## src/rtl/mem_port_arb_if.sv

```systemverilog
// Handshake bundle between the fetch/data requesters, the unified memory port and the arbiter.
// The master modport is the arbiter's view; slave is the environment around it.
interface mem_port_arb_if #(
  parameter int ADDR_W = 32,
  parameter int DATA_W = 32
);
  logic                ftch_req_vld;
  logic [ADDR_W-1:0]   ftch_req_addr;
  logic                ftch_req_rdy;
  logic                ftch_flush;
  logic                ftch_rsp_vld;
  logic [DATA_W-1:0]   ftch_rsp_data;

  logic                dmem_req_vld;
  logic                dmem_req_we;
  logic [ADDR_W-1:0]   dmem_req_addr;
  logic [DATA_W-1:0]   dmem_req_wdata;
  logic [DATA_W/8-1:0] dmem_req_be;
  logic                dmem_req_rdy;
  logic                dmem_rsp_vld;
  logic [DATA_W-1:0]   dmem_rsp_data;

  logic                mem_req_vld;
  logic                mem_req_we;
  logic [ADDR_W-1:0]   mem_req_addr;
  logic [DATA_W-1:0]   mem_req_wdata;
  logic [DATA_W/8-1:0] mem_req_be;
  logic                mem_req_rdy;
  logic                mem_rsp_vld;
  logic [DATA_W-1:0]   mem_rsp_data;

  logic                err;

  modport master (
    input  ftch_req_vld, ftch_req_addr, ftch_flush,
    input  dmem_req_vld, dmem_req_we, dmem_req_addr, dmem_req_wdata, dmem_req_be,
    input  mem_req_rdy, mem_rsp_vld, mem_rsp_data,
    output ftch_req_rdy, ftch_rsp_vld, ftch_rsp_data,
    output dmem_req_rdy, dmem_rsp_vld, dmem_rsp_data,
    output mem_req_vld, mem_req_we, mem_req_addr, mem_req_wdata, mem_req_be,
    output err
  );

  modport slave (
    output ftch_req_vld, ftch_req_addr, ftch_flush,
    output dmem_req_vld, dmem_req_we, dmem_req_addr, dmem_req_wdata, dmem_req_be,
    output mem_req_rdy, mem_rsp_vld, mem_rsp_data,
    input  ftch_req_rdy, ftch_rsp_vld, ftch_rsp_data,
    input  dmem_req_rdy, dmem_rsp_vld, dmem_rsp_data,
    input  mem_req_vld, mem_req_we, mem_req_addr, mem_req_wdata, mem_req_be,
    input  err
  );
endinterface

```

## src/rtl/mem_port_arb.sv

```systemverilog
// Unified memory port arbiter: data-priority grant with a fetch anti-starvation credit,
// in-order read tag FIFO for response routing, and fetch-response kill on redirect.
module mem_port_arb #(
  parameter int ADDR_W       = 32,
  parameter int DATA_W       = 32,
  parameter int MAX_OUTST    = 4,
  parameter int STARVE_LIMIT = 4
) (
  input  logic           clk,
  input  logic           reset,
  mem_port_arb_if.master bus
);
  localparam int PW = (MAX_OUTST > 1) ? $clog2(MAX_OUTST) : 1;
  localparam int CW = PW + 1;
  localparam int SW = $clog2(STARVE_LIMIT + 1);

  logic [MAX_OUTST-1:0] tag_ftch;
  logic [MAX_OUTST-1:0] tag_kill;
  logic [PW-1:0]        wr_ptr;
  logic [PW-1:0]        rd_ptr;
  logic [CW-1:0]        cnt;
  logic [SW-1:0]        credit;

  logic                 full;
  logic                 empty;
  logic                 f_elig;
  logic                 d_elig;
  logic                 pick_d;
  logic                 pick_f;
  logic                 xfer;
  logic                 push;
  logic                 pop;
  logic                 head_ftch;
  logic                 head_kill;

  logic                 ftch_rsp_vld_q;
  logic                 dmem_rsp_vld_q;
  logic [DATA_W-1:0]    ftch_rsp_data_q;
  logic [DATA_W-1:0]    dmem_rsp_data_q;
  logic                 err_q;

  // Full uses the registered count only; a pop this cycle frees a slot next cycle.
  assign full   = (cnt == CW'(MAX_OUTST));
  assign empty  = (cnt == '0);
  assign d_elig = bus.dmem_req_vld & (bus.dmem_req_we | !full);
  assign f_elig = bus.ftch_req_vld & !full;

  // Credit counts down the data grants left before fetch must win.
  assign pick_d = d_elig & !((credit == '0) & f_elig);
  assign pick_f = f_elig & !pick_d;

  assign bus.mem_req_vld   = pick_d | pick_f;
  assign bus.mem_req_we    = pick_d & bus.dmem_req_we;
  assign bus.mem_req_addr  = pick_d ? bus.dmem_req_addr : bus.ftch_req_addr;
  assign bus.mem_req_wdata = pick_d ? bus.dmem_req_wdata : '0;
  assign bus.mem_req_be    = pick_d ? bus.dmem_req_be : '0;
  assign bus.dmem_req_rdy  = pick_d & bus.mem_req_rdy;
  assign bus.ftch_req_rdy  = pick_f & bus.mem_req_rdy;

  assign xfer      = bus.mem_req_vld & bus.mem_req_rdy;
  assign push      = xfer & !bus.mem_req_we;
  assign pop       = bus.mem_rsp_vld & !empty;
  assign head_ftch = tag_ftch[rd_ptr];
  // A redirect in the same cycle also kills the fetch response popping now.
  assign head_kill = tag_kill[rd_ptr] | bus.ftch_flush;

  always_ff @(posedge clk) begin
    if (reset) begin
      tag_ftch        <= '0;
      tag_kill        <= '0;
      wr_ptr          <= '0;
      rd_ptr          <= '0;
      cnt             <= '0;
      credit          <= SW'(STARVE_LIMIT);
      ftch_rsp_vld_q  <= 1'b0;
      dmem_rsp_vld_q  <= 1'b0;
      ftch_rsp_data_q <= '0;
      dmem_rsp_data_q <= '0;
      err_q           <= 1'b0;
    end else begin
      if (bus.ftch_flush)
        tag_kill <= tag_kill | tag_ftch;
      // Later assignment wins: the fetch pushed alongside a flush stays live.
      if (push) begin
        tag_ftch[wr_ptr] <= pick_f;
        tag_kill[wr_ptr] <= 1'b0;
        wr_ptr           <= wr_ptr + PW'(1);
      end
      if (pop)
        rd_ptr <= rd_ptr + PW'(1);
      if (push && !pop)
        cnt <= cnt + CW'(1);
      else if (pop && !push)
        cnt <= cnt - CW'(1);

      if (!bus.ftch_req_vld || (xfer && pick_f))
        credit <= SW'(STARVE_LIMIT);
      else if (xfer && pick_d && (credit != '0))
        credit <= credit - SW'(1);

      ftch_rsp_vld_q <= pop & head_ftch & !head_kill;
      dmem_rsp_vld_q <= pop & !head_ftch;
      if (pop && head_ftch && !head_kill)
        ftch_rsp_data_q <= bus.mem_rsp_data;
      if (pop && !head_ftch)
        dmem_rsp_data_q <= bus.mem_rsp_data;
      if (bus.mem_rsp_vld && empty)
        err_q <= 1'b1;
    end
  end

  assign bus.ftch_rsp_vld  = ftch_rsp_vld_q;
  assign bus.ftch_rsp_data = ftch_rsp_data_q;
  assign bus.dmem_rsp_vld  = dmem_rsp_vld_q;
  assign bus.dmem_rsp_data = dmem_rsp_data_q;
  assign bus.err           = err_q;
endmodule

```

## src/flat_wrapper.sv

```systemverilog
// flat-port wrapper written by rule: the top's interface ports become plain ports
module mem_port_arb_flat 
#(
  parameter int ADDR_W       = 32,
  parameter int DATA_W       = 32,
  parameter int MAX_OUTST    = 4,
  parameter int STARVE_LIMIT = 4
)
  (clk, reset, bus_ftch_req_vld, bus_ftch_req_addr, bus_ftch_flush, bus_dmem_req_vld, bus_dmem_req_we, bus_dmem_req_addr, bus_dmem_req_wdata, bus_dmem_req_be, bus_mem_req_rdy, bus_mem_rsp_vld, bus_mem_rsp_data, bus_ftch_req_rdy, bus_ftch_rsp_vld, bus_ftch_rsp_data, bus_dmem_req_rdy, bus_dmem_rsp_vld, bus_dmem_rsp_data, bus_mem_req_vld, bus_mem_req_we, bus_mem_req_addr, bus_mem_req_wdata, bus_mem_req_be, bus_err);
  mem_port_arb_if #(.ADDR_W(ADDR_W), .DATA_W(DATA_W)) bus_i ();
  input  logic clk;
  input  logic reset;
  input wire logic [$bits(bus_i.ftch_req_vld)-1:0] bus_ftch_req_vld;
  input wire logic [$bits(bus_i.ftch_req_addr)-1:0] bus_ftch_req_addr;
  input wire logic [$bits(bus_i.ftch_flush)-1:0] bus_ftch_flush;
  input wire logic [$bits(bus_i.dmem_req_vld)-1:0] bus_dmem_req_vld;
  input wire logic [$bits(bus_i.dmem_req_we)-1:0] bus_dmem_req_we;
  input wire logic [$bits(bus_i.dmem_req_addr)-1:0] bus_dmem_req_addr;
  input wire logic [$bits(bus_i.dmem_req_wdata)-1:0] bus_dmem_req_wdata;
  input wire logic [$bits(bus_i.dmem_req_be)-1:0] bus_dmem_req_be;
  input wire logic [$bits(bus_i.mem_req_rdy)-1:0] bus_mem_req_rdy;
  input wire logic [$bits(bus_i.mem_rsp_vld)-1:0] bus_mem_rsp_vld;
  input wire logic [$bits(bus_i.mem_rsp_data)-1:0] bus_mem_rsp_data;
  output wire logic [$bits(bus_i.ftch_req_rdy)-1:0] bus_ftch_req_rdy;
  output wire logic [$bits(bus_i.ftch_rsp_vld)-1:0] bus_ftch_rsp_vld;
  output wire logic [$bits(bus_i.ftch_rsp_data)-1:0] bus_ftch_rsp_data;
  output wire logic [$bits(bus_i.dmem_req_rdy)-1:0] bus_dmem_req_rdy;
  output wire logic [$bits(bus_i.dmem_rsp_vld)-1:0] bus_dmem_rsp_vld;
  output wire logic [$bits(bus_i.dmem_rsp_data)-1:0] bus_dmem_rsp_data;
  output wire logic [$bits(bus_i.mem_req_vld)-1:0] bus_mem_req_vld;
  output wire logic [$bits(bus_i.mem_req_we)-1:0] bus_mem_req_we;
  output wire logic [$bits(bus_i.mem_req_addr)-1:0] bus_mem_req_addr;
  output wire logic [$bits(bus_i.mem_req_wdata)-1:0] bus_mem_req_wdata;
  output wire logic [$bits(bus_i.mem_req_be)-1:0] bus_mem_req_be;
  output wire logic [$bits(bus_i.err)-1:0] bus_err;
  assign bus_i.ftch_req_vld = bus_ftch_req_vld;
  assign bus_i.ftch_req_addr = bus_ftch_req_addr;
  assign bus_i.ftch_flush = bus_ftch_flush;
  assign bus_i.dmem_req_vld = bus_dmem_req_vld;
  assign bus_i.dmem_req_we = bus_dmem_req_we;
  assign bus_i.dmem_req_addr = bus_dmem_req_addr;
  assign bus_i.dmem_req_wdata = bus_dmem_req_wdata;
  assign bus_i.dmem_req_be = bus_dmem_req_be;
  assign bus_i.mem_req_rdy = bus_mem_req_rdy;
  assign bus_i.mem_rsp_vld = bus_mem_rsp_vld;
  assign bus_i.mem_rsp_data = bus_mem_rsp_data;
  assign bus_ftch_req_rdy = bus_i.ftch_req_rdy;
  assign bus_ftch_rsp_vld = bus_i.ftch_rsp_vld;
  assign bus_ftch_rsp_data = bus_i.ftch_rsp_data;
  assign bus_dmem_req_rdy = bus_i.dmem_req_rdy;
  assign bus_dmem_rsp_vld = bus_i.dmem_rsp_vld;
  assign bus_dmem_rsp_data = bus_i.dmem_rsp_data;
  assign bus_mem_req_vld = bus_i.mem_req_vld;
  assign bus_mem_req_we = bus_i.mem_req_we;
  assign bus_mem_req_addr = bus_i.mem_req_addr;
  assign bus_mem_req_wdata = bus_i.mem_req_wdata;
  assign bus_mem_req_be = bus_i.mem_req_be;
  assign bus_err = bus_i.err;
  mem_port_arb #(.ADDR_W(ADDR_W), .DATA_W(DATA_W), .MAX_OUTST(MAX_OUTST), .STARVE_LIMIT(STARVE_LIMIT)) u_core (.clk(clk), .reset(reset), .bus(bus_i));
endmodule
```

## config.mk

```make
export PLATFORM = sky130hd
export DESIGN_NAME = mem_port_arb_flat
export DESIGN_NICKNAME = d
export VERILOG_FILES = /design/src/rtl/mem_port_arb_if.sv /design/src/rtl/mem_port_arb.sv /design/src/flat_wrapper.sv
export SDC_FILE = /design/constraint.sdc
export NUM_CORES = 1
export LEC_CHECK = 0
export CORE_AREA = 2 2 109 111
export CTS_BUF_LIST = sky130_fd_sc_hd__clkbuf_16
export CTS_CLUSTER_SIZE = 10
export DETAILED_ROUTE_END_ITERATION = 16
export DIE_AREA = 0 0 111 113
export GPL_TIMING_DRIVEN = 0
export PLACE_DENSITY = 0.81
export SYNTH_ARGS = -nofsm -noshare
export SYNTH_HDL_FRONTEND = slang
export SYNTH_SLANG_ARGS = --single-unit
```

## constraint.sdc

```tcl
create_clock -name clk -period 7.4 [get_ports clk]
set_input_delay 1.48 -clock clk [delete_from_list [all_inputs] [get_ports clk]]
set_output_delay 1.48 -clock clk [all_outputs]
set_load 0.005 [all_outputs]
```

==> flow_summary.json, run 1 <==
{
  "cts-buffers-inserted": 9,
  "num-nets-final": 907,
  "detailed_route_iter0_violations": 215,
  "routed_vias": 4335,
  "grt_first_pass_wirelength_um": 24300,
  "status": "complete, no violations",
  "total_iterations_of_the_first_detailed_routing_run": 4,
  "rsz0062_at_grt": "false",
  "drt_drc_violations_left": 0,
  "gpl.final_weighted_congestion": 0.917,
  "max-slew-margin-rel_pct": 61.3,
  "clock_latency_ns": 0.33,
  "grt_pass1_vias": 4541,
  "postCtsHoldBufs": 0,
  "post-cts-setup-buffer-count": 0,
  "wl_met3_um": 1080,
  "syn_to_final_growth_pct": 81.5,
  "route.top_layer_used": "met4",
  "m1WireLength_um": 6680,
  "synth-warning-count": 0,
  "synthesis.nets": 618,
  "port_buffers": 278,
  "period_minus_slack_ns": 5.23,
  "r2r-start": "u_core.credit[0]$_SDFFE_PP0P_",
  "clkSinkCount": 85,
  "min_path_cells": 2,
  "worst_pin_slew_ns": 0.581,
  "die-height_um": 113,
  "cp.required_ns": 5.92,
  "routed_wirelength_um": 15400,
  "worstHoldStart": "u_core.bus.dmem_rsp_data[23]$_SDFFE_PP0P_",
  "start_util_pct": 35.7,
  "floorplan.die.width_um": 111,
  "dp_worst_setup_slack_ns": 2.17,
  "rows": 39,
  "slew_violations": 0,
  "clockRootBuffer": "sky130_fd_sc_hd__clkbuf_16",
  "pin_count_of_the_biggest_net_entering_global_routing": 15,
  "worst_r2r_path_depth": 12,
  "cts_resized": 0,
  "non_filler_instance_count_after_layout": 906,
  "max_freq_mhz": 191,
  "share_of_synthesized_area_occupied_by_flip_flops_and_latches_pct": 42.3,
  "path_max_fanout": 10,
  "register_to_register_path_setup_slack_ns": 4.58,
  "dr_wl_met2_um": 7480,
  "h-tree-depth": 3,
  "cts_tree": "yes",
  "design.die.area_um2": 12500,
  "ff_latch_count_synth": 85,
  "cp-end-kind": "output port",
  "synthDistinctLibCells": 34,
  "irDropWorstVdd_mv": 0.133,
  "placed_instances": 891,
  "dp_hpwl_um": 12900,
  "timing.setup.tns_ns": 0,
  "min_path_type": "reg -> reg",
  "worst_r2r_endpoint": "u_core.cnt[2]$_SDFFE_PP0P_",
  "final_setup_skew_ns": 0.00692,
  "powerDensity_nw_per_um2": 214,
  "path_clk_slew_ns": 0.06,
  "core_um2": 11300,
  "post-route-cell-area_um2": 7290,
  "drt-wirelength-per-cell_um": 17.0,
  "synth.cell_area_um2": 4020,
  "worst_setup_path_start_kind": "input pin",
  "largest_buffer_count_on_any_clock_path": 2,
  "min_period_over_period_pct": 70.7,
  "hold_path_end": "u_core.bus.dmem_rsp_data[23]$_SDFFE_PP0P_",
  "placed_cell_area_um2": 6980,
  "most_common_library_cell_in_the_layout_ignoring_fill_and_taps": "sky130_fd_sc_hd__clkdlybuf4s50_1",
  "timing.final.ws_setup_ns": 2.17,
  "grt_remaining_overflow": 0,
  "layout.cells.most_common_list": "sky130_fd_sc_hd__clkdlybuf4s50_1 (278), sky130_fd_sc_hd__nand2_1 (139), sky130_fd_sc_hd__dfxtp_1 (85)",
  "leakagePower_nw": 2.76,
  "synthesis.instances": 470,
  "global_route.usage.total_pct": 24.3,
  "report.final.hold_viol_count": 0,
  "number_of_vias_per_cell": 4.78,
  "crit_type": "in -> out",
  "report.final.setup_viol": 0,
  "antenna_violations_before_repair": 0,
  "layout-drive-gt1-share_pct": 8.26,
  "ant_nets": 0,
  "fill_cells": 947,
  "data_arrival_time_at_the_worst_slack_endpoint_ns": 3.75,
  "top_level_ports": 279,
  "drv.max_cap_violation_count": 0,
  "synthesis.area_per_instance_um2": 8.55,
  "antennaDiodeCount": 0
}
==> worst max path at each step <==
stage / from / to / slack [ns] / depth (start not counted)
after floorplan: bus_dmem_req_we / bus_mem_req_addr[0] / 3.21 / 5
after global placement: bus_dmem_req_we / bus_mem_req_addr[24] / 2.17 / 7
after detailed placement: bus_dmem_req_we / bus_mem_req_addr[24] / 2.17 / 7
after CTS: bus_dmem_req_we / bus_mem_req_addr[24] / 2.16 / 7
after global routing: bus_dmem_req_we / bus_mem_req_addr[19] / 2.09 / 7
final: bus_dmem_req_we / bus_mem_req_addr[24] / 2.17 / 7
==> per-stage QoR <==
stage / hold WS, ns / total power, W / util [%]
floorplan: 0.451 / 0.000796 / -
finish: 0.454 / 0.00156 / 64.7
global placement: 0.441 / 0.00108 / 61.9
global route: 0.477 / 0.00164 / 64.7
detailed placement: 0.448 / 0.00110 / 61.9
CTS: 0.456 / 0.00157 / 64.7
==> area by class of cell <==
type / count / area [µm²] / area share, %
plain buffers: 32 / 170 / 2.33
clock buffers: 9 / 225 / 3.09
clock inverters: 6 / 88.8 / 1.22
inverters: 7 / 26.3 / 0.360
multi-input cells: 346 / 2120 / 29.1
flip-flops and latches: 85 / 1700 / 23.3
well taps: 143 / 179 / 2.45
repair buffers: 278 / 2780 / 38.1
==> cell families after synthesis <==
group | count (synthesis) | synth area share (%)
AND/OR/NAND/NOR | 210 | 23.1
XOR/XNOR | 6 | 1.31
buffers and inverters | 39 | 4.89
flip-flops | 85 | 42.3
multiplexers | 40 | 14.6
adder cells (fa/ha/maj) | 8 | 2.68
AO/OA/AOI/OAI | 82 | 11.1
==> critical path, stage by stage <==
cell,delay [ns]
sky130_fd_sc_hd__clkdlybuf4s50_1,0.46
sky130_fd_sc_hd__or4b_1,0.55
sky130_fd_sc_hd__o311a_1,0.17
sky130_fd_sc_hd__buf_6,0.15
sky130_fd_sc_hd__buf_6,0.16
sky130_fd_sc_hd__mux2_4,0.30
sky130_fd_sc_hd__clkdlybuf4s50_1,0.48
==> flip-flops by register name, indices dropped and copies added (netlist names) <==
name,cells
u_core.bus.ftch_rsp_vld,1
u_core.credit,3
u_core.rd_ptr,2
u_core.wr_ptr,2
u_core.bus.dmem_rsp_vld,1
u_core.tag_kill,4
u_core.bus.err,1
u_core.tag_ftch,4
u_core.cnt,3
u_core.bus.ftch_rsp_data,32
u_core.bus.dmem_rsp_data,32
==> layer usage <==
layer | vias up | global-route usage (%)
li1 | 2116 | -
met3 | 18 | 6.86
met4 | 0 | 5.33
met1 | 2019 | 29.7
met5 | - | 0
met2 | 182 | 43.0
==> synthesized netlist by cell type <==
| master | n | area, µm² |
|---|---|---|
| sky130_fd_sc_hd__o211a_1 | 1 | 10.0 |
| sky130_fd_sc_hd__buf_4 | 1 | 7.51 |
| sky130_fd_sc_hd__dfxtp_1 | 85 | 1700 |
| sky130_fd_sc_hd__nand4b_1 | 1 | 8.76 |
| sky130_fd_sc_hd__nor3_1 | 3 | 15.0 |
| sky130_fd_sc_hd__fa_1 | 1 | 20.0 |
| sky130_fd_sc_hd__nand4_1 | 1 | 6.26 |
| sky130_fd_sc_hd__clkbuf_1 | 19 | 71.3 |
| sky130_fd_sc_hd__nand3_1 | 1 | 5.00 |
| sky130_fd_sc_hd__nor2b_1 | 1 | 6.26 |
| sky130_fd_sc_hd__o31ai_2 | 1 | 12.5 |
| sky130_fd_sc_hd__nand2_1 | 139 | 522 |
| sky130_fd_sc_hd__nor2_1 | 16 | 60.1 |
| sky130_fd_sc_hd__mux2i_1 | 6 | 60.1 |
| sky130_fd_sc_hd__a211oi_1 | 4 | 30.0 |
| sky130_fd_sc_hd__mux4_2 | 2 | 45.0 |
| sky130_fd_sc_hd__and2_1 | 39 | 244 |
| sky130_fd_sc_hd__inv_1 | 7 | 26.3 |
| sky130_fd_sc_hd__ha_1 | 7 | 87.6 |
| sky130_fd_sc_hd__buf_6 | 5 | 56.3 |
| sky130_fd_sc_hd__a211o_1 | 1 | 8.76 |
| sky130_fd_sc_hd__or2_2 | 1 | 6.26 |
| sky130_fd_sc_hd__nand2b_1 | 5 | 31.3 |
| sky130_fd_sc_hd__xor2_1 | 2 | 17.5 |
| sky130_fd_sc_hd__mux2_4 | 32 | 480 |
| sky130_fd_sc_hd__a311o_1 | 1 | 10.0 |
| sky130_fd_sc_hd__or4b_1 | 1 | 10.0 |
| sky130_fd_sc_hd__o311a_1 | 1 | 10.0 |
| sky130_fd_sc_hd__o21ai_0 | 1 | 5.00 |
| sky130_fd_sc_hd__xnor2_1 | 4 | 35.0 |
| sky130_fd_sc_hd__a21oi_1 | 72 | 360 |
| sky130_fd_sc_hd__or3_1 | 1 | 6.26 |
| sky130_fd_sc_hd__nor3b_1 | 1 | 7.51 |
| sky130_fd_sc_hd__buf_2 | 7 | 35.0 |
==> report_power, final <==
part           leakage, nW  switching (W)  internal (W)
registers            0.690      0.0000385      0.000507
clock network        0.153       0.000177      0.000294
logic                 1.91       0.000227      0.000319
(Power assumes the default switching activity.)
==> run 2: changes to the inputs <==
--- a/config.mk
+++ b/config.mk
@@ -5,13 +5,12 @@
 export SDC_FILE = /design/constraint.sdc
 export NUM_CORES = 1
 export LEC_CHECK = 0
-export CORE_AREA = 2 2 109 111
+export CORE_UTILIZATION = 36
 export CTS_BUF_LIST = sky130_fd_sc_hd__clkbuf_16
 export CTS_CLUSTER_SIZE = 10
 export DETAILED_ROUTE_END_ITERATION = 16
-export DIE_AREA = 0 0 111 113
 export GPL_TIMING_DRIVEN = 0
-export PLACE_DENSITY = 0.81
+export PLACE_DENSITY = 0.82
 export SYNTH_ARGS = -nofsm -noshare
 export SYNTH_HDL_FRONTEND = slang
 export SYNTH_SLANG_ARGS = --single-unit
==> constraint.sdc (replaced) <==
create_clock -name clk -period 5.2 [get_ports clk]
set_input_delay 1.04 -clock clk [delete_from_list [all_inputs] [get_ports clk]]
set_output_delay 1.04 -clock clk [all_outputs]
set_load 0.005 [all_outputs]
==> run 2 against run 1 <==
  * Clock power increased by 42%
  * Register-to-register slack got worse by 2.2 ns
  * Global-route usage increased by 0.21 points
  * Total power increased by 42%
==> flow_summary.json, run 2 (synthesis results as in run 1) <==
{
  "status": "complete, no violations",
  "rows": 38,
  "timing.setup.tns_ns": 0,
  "grt_remaining_overflow": 0,
  "clockRootBuffer": "sky130_fd_sc_hd__clkbuf_16",
  "report.final.setup_viol": 0,
  "grt_first_pass_wirelength_um": 21900,
  "rsz0062_at_grt": "false",
  "slowest_delay_ns": 0.53,
  "antennaDiodeCount": 0,
  "slew_violations": 0,
  "number_of_vias_per_cell": 4.83,
  "drv.max_cap_violation_count": 0,
  "worst_path_max_delay_cell": "sky130_fd_sc_hd__or4b_1",
  "ant_nets": 0,
  "final_setup_skew_ns": 0.00622,
  "postCtsHoldBufs": 0,
  "worst_pin_slew_ns": 0.536,
  "clock_latency_ns": 0.33,
  "non_filler_instance_count_after_layout": 904,
  "gpl.final_weighted_congestion": 0.857,
  "core_um2": 10800,
  "cp-end-kind": "output port",
  "max-slew-margin-rel_pct": 64.3,
  "worst-path-buf-inv": 4,
  "top_level_ports": 279,
  "irDropWorstVdd_mv": 0.322,
  "path_max_fanout": 10,
  "global_route.usage.total_pct": 24.6,
  "total_iterations_of_the_first_detailed_routing_run": 4,
  "dp_hpwl_um": 12000,
  "crit_type": "in -> out",
  "detailed_route_iter0_violations": 277,
  "syn_to_final_growth_pct": 81.5,
  "worstPathCellList": "clkdlybuf4s50_1 -> or4b_1 -> o311a_1 -> buf_6 -> buf_6 -> mux2_4 -> clkdlybuf4s50_1",
  "min_path_type": "reg -> reg",
  "placed_instances": 888,
  "grt_pass1_vias": 4301,
  "design.die.area_um2": 11600,
  "post-route-cell-area_um2": 7290,
  "largest_buffer_count_on_any_clock_path": 2,
  "data_arrival_time_at_the_worst_slack_endpoint_ns": 3.31,
  "placed_cell_area_um2": 6980,
  "start_util_pct": 37.1,
  "num-nets-final": 907,
  "floorplan.die.width_um": 108,
  "powerDensity_nw_per_um2": 304,
  "port_buffers": 278,
  "routed_wirelength_um": 14800,
  "cp.required_ns": 4.16,
  "drt-wirelength-per-cell_um": 16.4,
  "antenna_violations_before_repair": 0,
  "dp_worst_setup_slack_ns": 0.849,
  "cts-buffers-inserted": 9,
  "worst_setup_path_start_kind": "input pin",
  "drt_drc_violations_left": 0,
  "pin_count_of_the_biggest_net_entering_global_routing": 15,
  "critPathTopFamily": "buffers and inverters",
  "h-tree-depth": 3,
  "min_period_over_period_pct": 83.6,
  "die-height_um": 108,
  "max_freq_mhz": 230,
  "post-cts-setup-buffer-count": 0,
  "cts_resized": 0,
  "cts_tree": "yes",
  "timing.final.ws_setup_ns": 0.853,
  "routed_vias": 4362,
  "path_clk_slew_ns": 0.06,
  "layout.cells.most_common_list": "sky130_fd_sc_hd__clkdlybuf4s50_1 (278), sky130_fd_sc_hd__nand2_1 (139), sky130_fd_sc_hd__dfxtp_1 (85)",
  "clkSinkCount": 85,
  "post-route-util_pct": 67.3,
  "layout-drive-gt1-share_pct": 8.25,
  "most_common_library_cell_in_the_layout_ignoring_fill_and_taps": "sky130_fd_sc_hd__clkdlybuf4s50_1",
  "period_minus_slack_ns": 4.35,
  "report.final.hold_viol_count": 0,
  "leakagePower_nw": 2.76
}
## run 2: cell types whose count changed in the layout (fill, tap and decap cells not counted)
cell                       previous run  this run
sky130_fd_sc_hd__inv_6                1         0
sky130_fd_sc_hd__inv_1                8         9
sky130_fd_sc_hd__clkinv_4             1         2
## run 2: power breakdown
group	switching (W)	internal (W)
sequential	0.0000533	0.000722
clock	0.000253	0.000419
combinational	0.000320	0.000453
total	0.000626	0.00159
## run 2: area by class of cell
type	instances	area, µm²
clock buffer	9	225
inverter	7	26.3
buffer	32	170
timing repair buffer	278	2780
fill	857	3550
clock inverter	7	92.6
tap	140	175
sequential	85	1700
multi-input combinational	346	2120
## run 2: routing by layer
layer / vias to the layer above / track usage [%] / share of wire [%]
li1: 2120 / - / -
met1: 2047 / 29.4 / 41
met2: 177 / 42.9 / 49
met3: 18 / 7.32 / 8.9
met4: 0 / 5.48 / 1.4
met5: - / 0 / 0
## run 2: through the flow
stage                     hold WS (ns)  total power [W]
after global placement           0.441          0.00154
after CTS                        0.457          0.00223
after detailed placement         0.449          0.00156
final                            0.456          0.00222
after global routing             0.470          0.00233
after floorplan                  0.451          0.00113
## run 2: final timing paths
check	startpoint	endpoint	slack (ns)	cells past startpoint
setup / recovery	bus_dmem_req_we	bus_mem_req_addr[2]	0.85	7
hold / removal	u_core.bus.dmem_rsp_data[24]$_SDFFE_PP0P_	u_core.bus.dmem_rsp_data[24]$_SDFFE_PP0P_	0.46	2
setup reg to reg	u_core.credit[0]$_SDFFE_PP0P_	u_core.cnt[2]$_SDFFE_PP0P_	2.35	12
hold reg to reg	u_core.bus.dmem_rsp_data[24]$_SDFFE_PP0P_	u_core.bus.dmem_rsp_data[24]$_SDFFE_PP0P_	0.46	2
## run 2: tightest hold or removal path, delay by kind of cell (launching register included)
kind	cells	cell delay, ns
AOI/OAI and AO/OA	1	0.05
DFF	1	0.31
and+or+nand+nor	1	0.05
